--- src/rtl/traffic_engine.sv ---
`default_nettype none
// ============================================================================
//  Module      : traffic_engine
//  Description : Lane traffic engine. Owns N_LANES cars that wrap across the
//                playfield, derives the base movement tick from the system
//                clock, shortens lane periods as the level rises, and answers
//                a registered occupancy lookup for the renderer and a
//                registered collision check for the player.
//  Revision    : 1.0 - initial release
// ============================================================================
module traffic_engine #(
  parameter int N_LANES      = 9,
  parameter int GRID_W       = 20,
  parameter int X_W          = 5,
  parameter int Y_W          = 4,
  parameter int TICK_DIV     = 2500000,
  parameter logic [N_LANES*Y_W-1:0] LANE_Y =
    {4'd10, 4'd9, 4'd8, 4'd7, 4'd6, 4'd5, 4'd4, 4'd3, 4'd2},
  parameter logic [N_LANES*X_W-1:0] LANE_START =
    {5'd4, 5'd15, 5'd0, 5'd10, 5'd19, 5'd5, 5'd12, 5'd2, 5'd8},
  parameter logic [N_LANES*4-1:0] LANE_PERIOD =
    {4'd2, 4'd3, 4'd1, 4'd4, 4'd2, 4'd3, 4'd1, 4'd2, 4'd3},
  parameter logic [N_LANES-1:0] LANE_DIR = 9'b101010101,
  parameter logic [N_LANES*2-1:0] LANE_LEN =
    {2'd1, 2'd2, 2'd3, 2'd1, 2'd2, 2'd3, 2'd1, 2'd2, 2'd3},
  parameter int SPEEDUP_STEP = 10
) (
  input  logic                   i_Clk,
  input  logic                   i_reset_n,
  input  logic                   i_enable,
  input  logic                   i_restart,
  input  logic [6:0]             i_level,
  input  logic [X_W-1:0]         i_query_x,
  input  logic [Y_W-1:0]         i_query_y,
  output logic                   o_query_hit,
  input  logic [X_W-1:0]         i_player_x,
  input  logic [Y_W-1:0]         i_player_y,
  output logic                   o_collision,
  output logic                   o_collision_pulse,
  output logic                   o_step,
  output logic [N_LANES*X_W-1:0] o_lane_x
);

  localparam int DIV_W = (TICK_DIV > 1) ? $clog2(TICK_DIV) : 1;
  localparam logic [DIV_W-1:0] DIV_LAST = DIV_W'(TICK_DIV - 1);
  localparam logic [X_W-1:0]   COL_LAST = X_W'(GRID_W - 1);

  // Column arithmetic with wrap-around at the playfield edges.
  function automatic logic [X_W-1:0] wrap_inc(input logic [X_W-1:0] x);
    return (x == COL_LAST) ? '0 : x + 1'b1;
  endfunction

  function automatic logic [X_W-1:0] wrap_dec(input logic [X_W-1:0] x);
    return (x == '0) ? COL_LAST : x - 1'b1;
  endfunction

  logic [DIV_W-1:0]   div_cnt;
  logic               tick;
  logic [6:0]         level_red;
  logic [4:0]         red_sat;
  logic [N_LANES-1:0] query_lane_hit;
  logic [N_LANES-1:0] player_lane_hit;
  logic               query_occ;
  logic               player_occ;

  // A restart swallows the tick so it never races the reload.
  assign tick = i_enable && !i_restart && (div_cnt == DIV_LAST);

  // Level-based period reduction, saturated so the 5-bit subtract never wraps.
  assign level_red = i_level / 7'(SPEEDUP_STEP);
  assign red_sat   = (level_red > 7'd31) ? 5'd31 : level_red[4:0];

  // Base tick divider; o_step marks the wrap of the count.
  always_ff @(posedge i_Clk or negedge i_reset_n) begin
    if (!i_reset_n) begin
      div_cnt <= '0;
      o_step  <= 1'b0;
    end else if (i_restart) begin
      div_cnt <= '0;
      o_step  <= 1'b0;
    end else begin
      o_step <= tick;
      if (i_enable) begin
        div_cnt <= tick ? '0 : div_cnt + 1'b1;
      end
    end
  end

  for (genvar i = 0; i < N_LANES; i++) begin : g_lane
    localparam logic [X_W-1:0] START   = LANE_START[i*X_W +: X_W];
    localparam logic [Y_W-1:0] ROW     = LANE_Y[i*Y_W +: Y_W];
    localparam logic           DIR     = LANE_DIR[i];
    localparam logic [1:0]     LEN_RAW = LANE_LEN[i*2 +: 2];
    localparam int             LEN     = (LEN_RAW == 2'd0) ? 1 : int'(LEN_RAW);
    localparam logic [4:0]     BASE    = {1'b0, LANE_PERIOD[i*4 +: 4]};

    logic [X_W-1:0] head;
    logic [X_W-1:0] head_next;
    logic [X_W-1:0] tail1;
    logic [X_W-1:0] tail2;
    logic [3:0]     cnt;
    logic [4:0]     peff;
    logic           move_due;

    assign peff      = (red_sat >= BASE) ? 5'd1 : BASE - red_sat;
    // ">=" rather than "==" so a period that shrinks mid-count still moves.
    assign move_due  = ({1'b0, cnt} >= (peff - 5'd1));
    assign head_next = DIR ? wrap_inc(head) : wrap_dec(head);
    // The tail trails opposite to the direction of travel.
    assign tail1     = DIR ? wrap_dec(head)  : wrap_inc(head);
    assign tail2     = DIR ? wrap_dec(tail1) : wrap_inc(tail1);

    assign query_lane_hit[i] = (i_query_y == ROW) &&
                               ((i_query_x == head) ||
                                ((LEN >= 2) && (i_query_x == tail1)) ||
                                ((LEN >= 3) && (i_query_x == tail2)));
    assign player_lane_hit[i] = (i_player_y == ROW) &&
                                ((i_player_x == head) ||
                                 ((LEN >= 2) && (i_player_x == tail1)) ||
                                 ((LEN >= 3) && (i_player_x == tail2)));

    assign o_lane_x[i*X_W +: X_W] = head;

    // Lane head and step counter; restart reloads before any movement.
    always_ff @(posedge i_Clk or negedge i_reset_n) begin
      if (!i_reset_n) begin
        head <= START;
        cnt  <= '0;
      end else if (i_restart) begin
        head <= START;
        cnt  <= '0;
      end else if (tick) begin
        if (move_due) begin
          head <= head_next;
          cnt  <= '0;
        end else begin
          cnt  <= cnt + 4'd1;
        end
      end
    end
  end

  assign query_occ  = |query_lane_hit;
  assign player_occ = |player_lane_hit;

  // Registered lookup and collision; restart blanks collision for one cycle.
  always_ff @(posedge i_Clk or negedge i_reset_n) begin
    if (!i_reset_n) begin
      o_query_hit       <= 1'b0;
      o_collision       <= 1'b0;
      o_collision_pulse <= 1'b0;
    end else begin
      o_query_hit <= query_occ;
      if (i_restart) begin
        o_collision       <= 1'b0;
        o_collision_pulse <= 1'b0;
      end else begin
        o_collision       <= player_occ;
        o_collision_pulse <= player_occ & ~o_collision;
      end
    end
  end

endmodule
`default_nettype wire

--- config.mk ---
export PLATFORM = sky130hd
export DESIGN_NAME = traffic_engine
export DESIGN_NICKNAME = d
export VERILOG_FILES = /design/src/rtl/traffic_engine.sv
export SDC_FILE = /design/constraint.sdc
export NUM_CORES = 1
export LEC_CHECK = 0
export CORE_MARGIN = 3
export CORE_UTILIZATION = 39
export CTS_BUF_LIST = sky130_fd_sc_hd__clkbuf_16
export CTS_CLUSTER_DIAMETER = 50
export DETAILED_ROUTE_END_ITERATION = 10
export DONT_BUFFER_PORTS = 1
export MAX_ROUTING_LAYER = met4
export PLACE_DENSITY_LB_ADDON = 0.2
export SETUP_SLACK_MARGIN = 0.4
export SLEW_MARGIN = 5
export SYNTH_ARGS = -nofsm -noshare
export SYNTH_HDL_FRONTEND = slang
export SYNTH_SLANG_ARGS = --single-unit
export TNS_END_PERCENT = 100
--- constraint.sdc ---
create_clock -name i_Clk -period 3.6 [get_ports i_Clk]
set_input_delay 0.18 -clock i_Clk [delete_from_list [all_inputs] [get_ports i_Clk]]
set_output_delay 0.18 -clock i_Clk [all_outputs]
set_load 0.005 [all_outputs]
# [Word-level counts from Yosys, hierarchy flattened]
# Index checks and enable logic that the tools add are counted.
[op_classes] eq_ne=64 magnitude_cmp=14 add_sub_neg=36 n_mux=83 reduce_logical=70 bitwise_logic=2 div=1
[op_table] operator="$mux W5" count=50
[op_table] operator="$eq A5 B5 Y1" count=36
[op_table] operator="$mux W4" count=27
[op_table] operator="$mux W22" count=3
[op_table] operator="$sub A5 B1 Y5 const B" count=13
[op_table] operator="$add A5 B1 Y5 const B" count=9
[op_table] operator="$eq A5 B5 Y1 const B" count=9
[op_table] operator="$ge A4 B5 Y1" count=9
[op_table] operator="$logic_not A5 Y1" count=9
[op_table] operator="$add A4 B1 Y4 const B" count=9
[op_table] operator="$eq A4 B3 Y1 const B" count=8
[op_table] operator="$eq A4 B4 Y1 const B" count=6
[op_table] operator="$add A22 B1 Y22 const B" count=1
[op_table] operator="$eq A22 B22 Y1 const B" count=1
[op_table] operator="$reduce_bool A2 Y1" count=11
[op_table] operator="$logic_and A1 B1 Y1" count=20
[op_table] operator="$logic_or A1 B1 Y1" count=18
[op_table] operator="$reduce_and A2 Y1" count=9
[op_table] operator="$reduce_or A9 Y1" count=2
[op_table] operator="$eq A4 B2 Y1 const B" count=4
[op_table] operator="$ge A5 B2 Y1 const B" count=2
[op_table] operator="$sub A2 B5 Y5 const A" count=2
[op_table] operator="$div A7 B4 Y7 const B" count=1
[op_table] operator="$gt A7 B5 Y1 const B" count=1
[op_table] operator="other kinds (8)" count=10
[word_totals] output_inout_bits=49 register_bits=107 input_bits=29 wordCells=293

# [Logic depth before layout (Yosys ltp)]
[logic_depth] ltp_word=10 depth_mapped=21 ltp_nobuf=18

# [Least setup slack after synthesis]
# OpenSTA, ideal clock, no wires.
[synth_path] path_type="input-to-reg" from="input i_level[4]" to="register g_lane[8].head[3]" setup_time_ns=0.078 path_buffers=3 path_slack_ns=-0.003 t_required_ns=3.522 arrival_time_ns=3.525 cell_stages=20 path_cell_list="buf_2 > a2111oi_0 > nor3_1 > o2111ai_2 > inv_1 > buf_2 > ha_1 > nand2_1 > o211ai_1 > or2_4 > nand2_1 > nor2_1 > nor2_1 > ha_1 > a21o_1 > maj3_1 > and3_1 > buf_2 > a31o_2 > a21oi_1"
[synth_via] elab_chain_len=9 elab_cells_between_ends=10 classes_between="add/sub (2); div (1); order compare (3); mux (2); reduce/logical (2)"
[synth_rtl] item="from (decl)" line="32" rtl="input logic [6:0] i_level,"
[synth_rtl] item="$div A7 B4 Y7 (*)" line="70" rtl="assign level_red = i_level / 7'(SPEEDUP_STEP);"
[synth_rtl] item="$gt A7 B5 Y1" line="71" rtl="assign red_sat = (level_red > 7'd31) ? 5'd31 : level_red[4:0];"
[synth_rtl] item="$mux W5 (*)" line="71"
[synth_rtl] item="$sub A2 B5 Y5 / $ge A5 B2 Y1 (equally long branches)" line="105" rtl="assign peff = (red_sat >= BASE) ? 5'd1 : BASE - red_sat;"
[synth_rtl] item="$mux W5 (*)" line="105"
[synth_rtl] item="$sub A5 B1 Y5 (*)" line="107" rtl="assign move_due = ({1'b0, cnt} >= (peff - 5'd1));"
[synth_rtl] item="$ge A4 B5 Y1 (*)" line="107"
[synth_rtl] item="$reduce_bool A2 Y1 (no source line) (*)"
[synth_rtl] item="$reduce_and A2 Y1 (no source line) (*)"
[synth_rtl] item="to (signal assigned)" line="134" rtl="head <= head_next;"
[synth_rtl] item="to (decl)" line="97" rtl="logic [X_W-1:0] head;"
# Mark *: on every way between the ends. The rest lies on a longest branch, timed or not.
# A chain may end at the register's enable or synchronous reset.

# [Final worst setup path]
[layout_path] from="input i_level[6]" to="register g_lane[4].head[4]"
[layout_via] elab_chain_len=9 elab_cells_between_ends=10 classes_between="add/sub (2); div (1); order compare (3); mux (2); reduce/logical (2)"
[layout_rtl] item="$div A7 B4 Y7 (*)" line="70"
[layout_rtl] item="$gt A7 B5 Y1" line="71"
[layout_rtl] item="$mux W5 (*)" line="71"
[layout_rtl] item="$sub A2 B5 Y5 / $ge A5 B2 Y1 (equally long branches)" line="105"
[layout_rtl] item="$mux W5 (*)" line="105"
[layout_rtl] item="$sub A5 B1 Y5 (*)" line="107"
[layout_rtl] item="$ge A4 B5 Y1 (*)" line="107"
[layout_rtl] item="$reduce_bool A2 Y1 (no source line) (*)"
[layout_rtl] item="$reduce_and A2 Y1 (no source line) (*)"
[layout_rtl] item="to (signal assigned)" line="134"
[layout_rtl] item="to (decl)" line="97"
# Marks and branches as above.

==> run metrics <==
number of hold violations in the final report=0; sequential fraction of the synthesis area=0.261; clock slew at the register clock pins of the worst setup and hold paths=0.08 ns; via count of the first global-routing pass=8659; routed wire length=~28000 um; unrepaired setup endpoints after global routing=no; number of antenna violations at the first check in global routing=1; final worst path period share=0.830; slowest cell on the critical path=maj3_2; antenna-violating nets left=0; buffers plus inverters on the worst setup path=1; WL/cell=17.4 um; global-route wire length before repair=~45000 um; most repeated cell in the gate-level netlist after synthesis=nand2_1; worst hold path type=in2reg; instance count of the mapped netlist=approximately 1300; average via count per standard cell=about 5.7; post-synthesis sequential element count=about 110; Setup crit start kind=primary input; Max Cap Viol=0; cell class contributing the biggest share of worst-path delay=compound AO/OA/AOI/OAI gates; number of nets in the layout=~1400; end of the worst register-to-register path=o_collision_pulse$_DFF_PN0_; number of diodes added for antenna fixing=0; die area=~28000 um2; GRT Util Overall=0.199; Post-Synth Simple-Gate Area=0.232; count of placed standard cells in the final layout, fillers left out=1593; total setup violations reported at the end of the flow=0; largest stage delay on the critical path=~0.36 ns; hold wc startpoint=i_restart; clock network latency to the later pin of the worst-skew pair=0.36 ns; synthesis warning total=0; largest family of logic cells by synthesized area=simple AND/OR/NAND/NOR gates; utilization of the core after routing=0.441; WS Path Type=in2reg; adder and majority cell fraction of the synthesized area=0.0892; power density normalized to cell area=~360 nW/um2; critical path capture point type=register; initial standard-cell utilization of the core=0.404; required time worst endpoint=about 3.9 ns; number of buffers inserted by port buffering=0; total number of vias=about 9000; final worst path period need=2.99 ns; most used flip-flop cell after synthesis=dfrtp_1; Highest Clock Rate=approximately 330 MHz; DP HPWL=between 15000 and 20000 um; arrival time reported for the critical path endpoint=around 3.2 ns; cell seen most often among critical-path stages=a21o_1; ranking of synthesized cells by instance count=nand2_1 (113), xnor2_1 (106), nor2_1 (96); max-slew headroom at the worst pin=0.371; area share of xor/xnor cells in the synthesized design=0.166; library cell occupying the most area in the post-synthesis netlist=dfrtp_1; Root Buffer=clkbuf_16; CTS tree=yes; largest voltage drop on the vdd net=roughly 0.00041 V; smallest setup slack after layout=0.611 ns; actual transition at the worst max-transition pin=about 0.94 ns; terminating pin of the worst hold path=g_lane[7].head[3]$_DFFE_PN1P_; share of synthesized area spent on multiplexers=0.0207; CTS sink count=approximately 110; area fraction in compound gates after synthesis=0.176; largest net degree at the start of global routing=roughly 110; top-area cell type share of the netlist area=0.220; fill cell count=2550; final setup skew=about 0.011 ns; number of rows in the core area=58; post-placement setup slack=0.144 ns; summed negative setup slack over all endpoints=0 ns; width of the die=169 um; final RePlAce weighted congestion=slightly below 0.9; static power due to leakage=4.57 nW; iteration count of the initial detailed-routing pass=5; Most Used Layer, Global Route=met2; number of H-tree branching levels=3; average cell area after synthesis=~8 um2; number of buffers added by the clock tree synthesis step=9; Max Slew Vio Count=0; share of async-settable or async-resettable flops after synthesis=1.00; global routing met3 resource utilization=0.0404; result of the run=finished, final reports clean; maximum fanout along the worst path=13; routing usage on met1=0.258; worst path cell trace=nand2b_4 > o32a_1 > nand3_2 > inv_4 > ha_4 > ha_4 > a21o_1 > nand2_1 > nor2_2 > ha_1 > nand2b_1 > a21o_1 > a21o_1 > maj3_2 > and4_1 > a32oi_1 > o221ai_1; met2 capacity usage during global routing=0.317; hold-critical path depth=2; dominant cells by area after synthesis=dfrtp_1 (22%), xnor2_1 (9.0%), ha_1 (8.6%); die outline height=169 um; number of enable-type register cells in the synthesized netlist=0; Register-to-Register Setup Slack=0.63 ns; DRC marker count from the first detailed-route iteration=552; footprint of the multi-input gates=around 7300 um2; remaining routing DRC violations=0; Syn-to-layout area delta=9.22%; register cell area after layout=2700 um2; post-route cell area=11300 um2; proportion of layout cells with a drive suffix above 1=0.102; worst-case hold slack=~0.027 ns; total chip power=roughly 4.1 mW; length in cells of the worst reg-to-reg path=11; clock buffer depth=2; top-level port count=78; Distinct cells, synth=between 70 and 80; reg-to-reg critical path startpoint=g_lane[3].head[1]$_DFFE_PN0P_; global route overflow=0; placed cell areas=10800 um2; Cells after DPL=1564; total standard cell area after synthesis=10300 um2; core area=about 26000 um2
-- where the power goes --
group / switching, mW / total (mW) / internal [mW]
clock: 0.501 / 1.05 / 0.548
combinational: 0.863 / 1.57 / 0.710
sequential: 0.158 / 1.44 / 1.28
-- kinds of logic (layout without fill, tap and decap cells) --
kind of cell | Yosys count | after routing
buffers and inverters | 148 | 118
adder cells (fa/ha/maj) | 74 | 74
AND/OR/NAND/NOR | 470 | 470
other | 1 | 3
flip-flops | 107 | 107
AO/OA/AOI/OAI | 276 | 276
multiplexers | 21 | 21
XOR/XNOR | 194 | 194
-- worst max path at each step --
stage	start	cells after the start	slack [ns]	end
final	i_level[6]	17	0.61	g_lane[4].head[4]$_DFFE_PN1P_
after global routing	i_level[6]	18	0.40	g_lane[6].head[2]$_DFFE_PN0P_
after CTS	g_lane[3].head[0]$_DFFE_PN1P_	11	0.46	o_collision_pulse$_DFF_PN0_
after detailed placement	i_level[3]	17	0.14	g_lane[4].head[4]$_DFFE_PN1P_
after global placement	i_level[3]	17	0.16	g_lane[4].head[4]$_DFFE_PN1P_
after floorplan	i_level[3]	19	0.18	g_lane[8].head[3]$_DFFE_PN0P_
-- layout by cell type (no fill, tap or decap), drive strengths merged, types with 8 or more instances in the layout --
cell type,count
dfstp,16
buf,34
a211oi,9
a21o,19
nor2b,25
or2,8
xor2,88
a31oi,22
a22oi,8
nand4,30
nor4,13
nand3,56
mux2i,18
clkbuf,10
o211ai,11
nor2,97
inv,64
o21ai,67
xnor2,106
o22ai,11
a21oi,59
or3,9
nor3,42
dfrtp,91
nand2b,24
and3,11
ha,71
nand2,113
-- layout make-up --
| cell class | instances | area share |
|---|---|---|
| Sequential cell | 107 | 0.239 |
| Tap cell | 330 | 0.0366 |
| Inverter | 62 | 0.0214 |
| Clock buffer | 9 | 0.0199 |
| Multi-Input combinational cell | 1038 | 0.646 |
| Timing Repair Buffer | 40 | 0.0310 |
| Clock inverter | 7 | 0.00665 |
-- timing repair --
item,4_1_cts,5_1_grt
endpoints found under the setup margin,0,43
hold buffers,7,0
gates resized for setup,0,16
hold endpoints to repair,154,0
setup buffers,0,6
-- flip-flops by register name (all words and copies together) (netlist names) --
register and cells:
g_lane.cnt 36, g_lane.head 45, o_step 1, o_query_hit 1, o_collision_pulse 1, o_collision 1, div_cnt 22
-- per-layer routing --
metal  vias up  wire [um]
li1       4503          -
met1      4284      12800
met2       183      13000
met3        33       1530
met4         0        424
met5         -          0
Note: power is estimated with default switching activity, not from simulation.
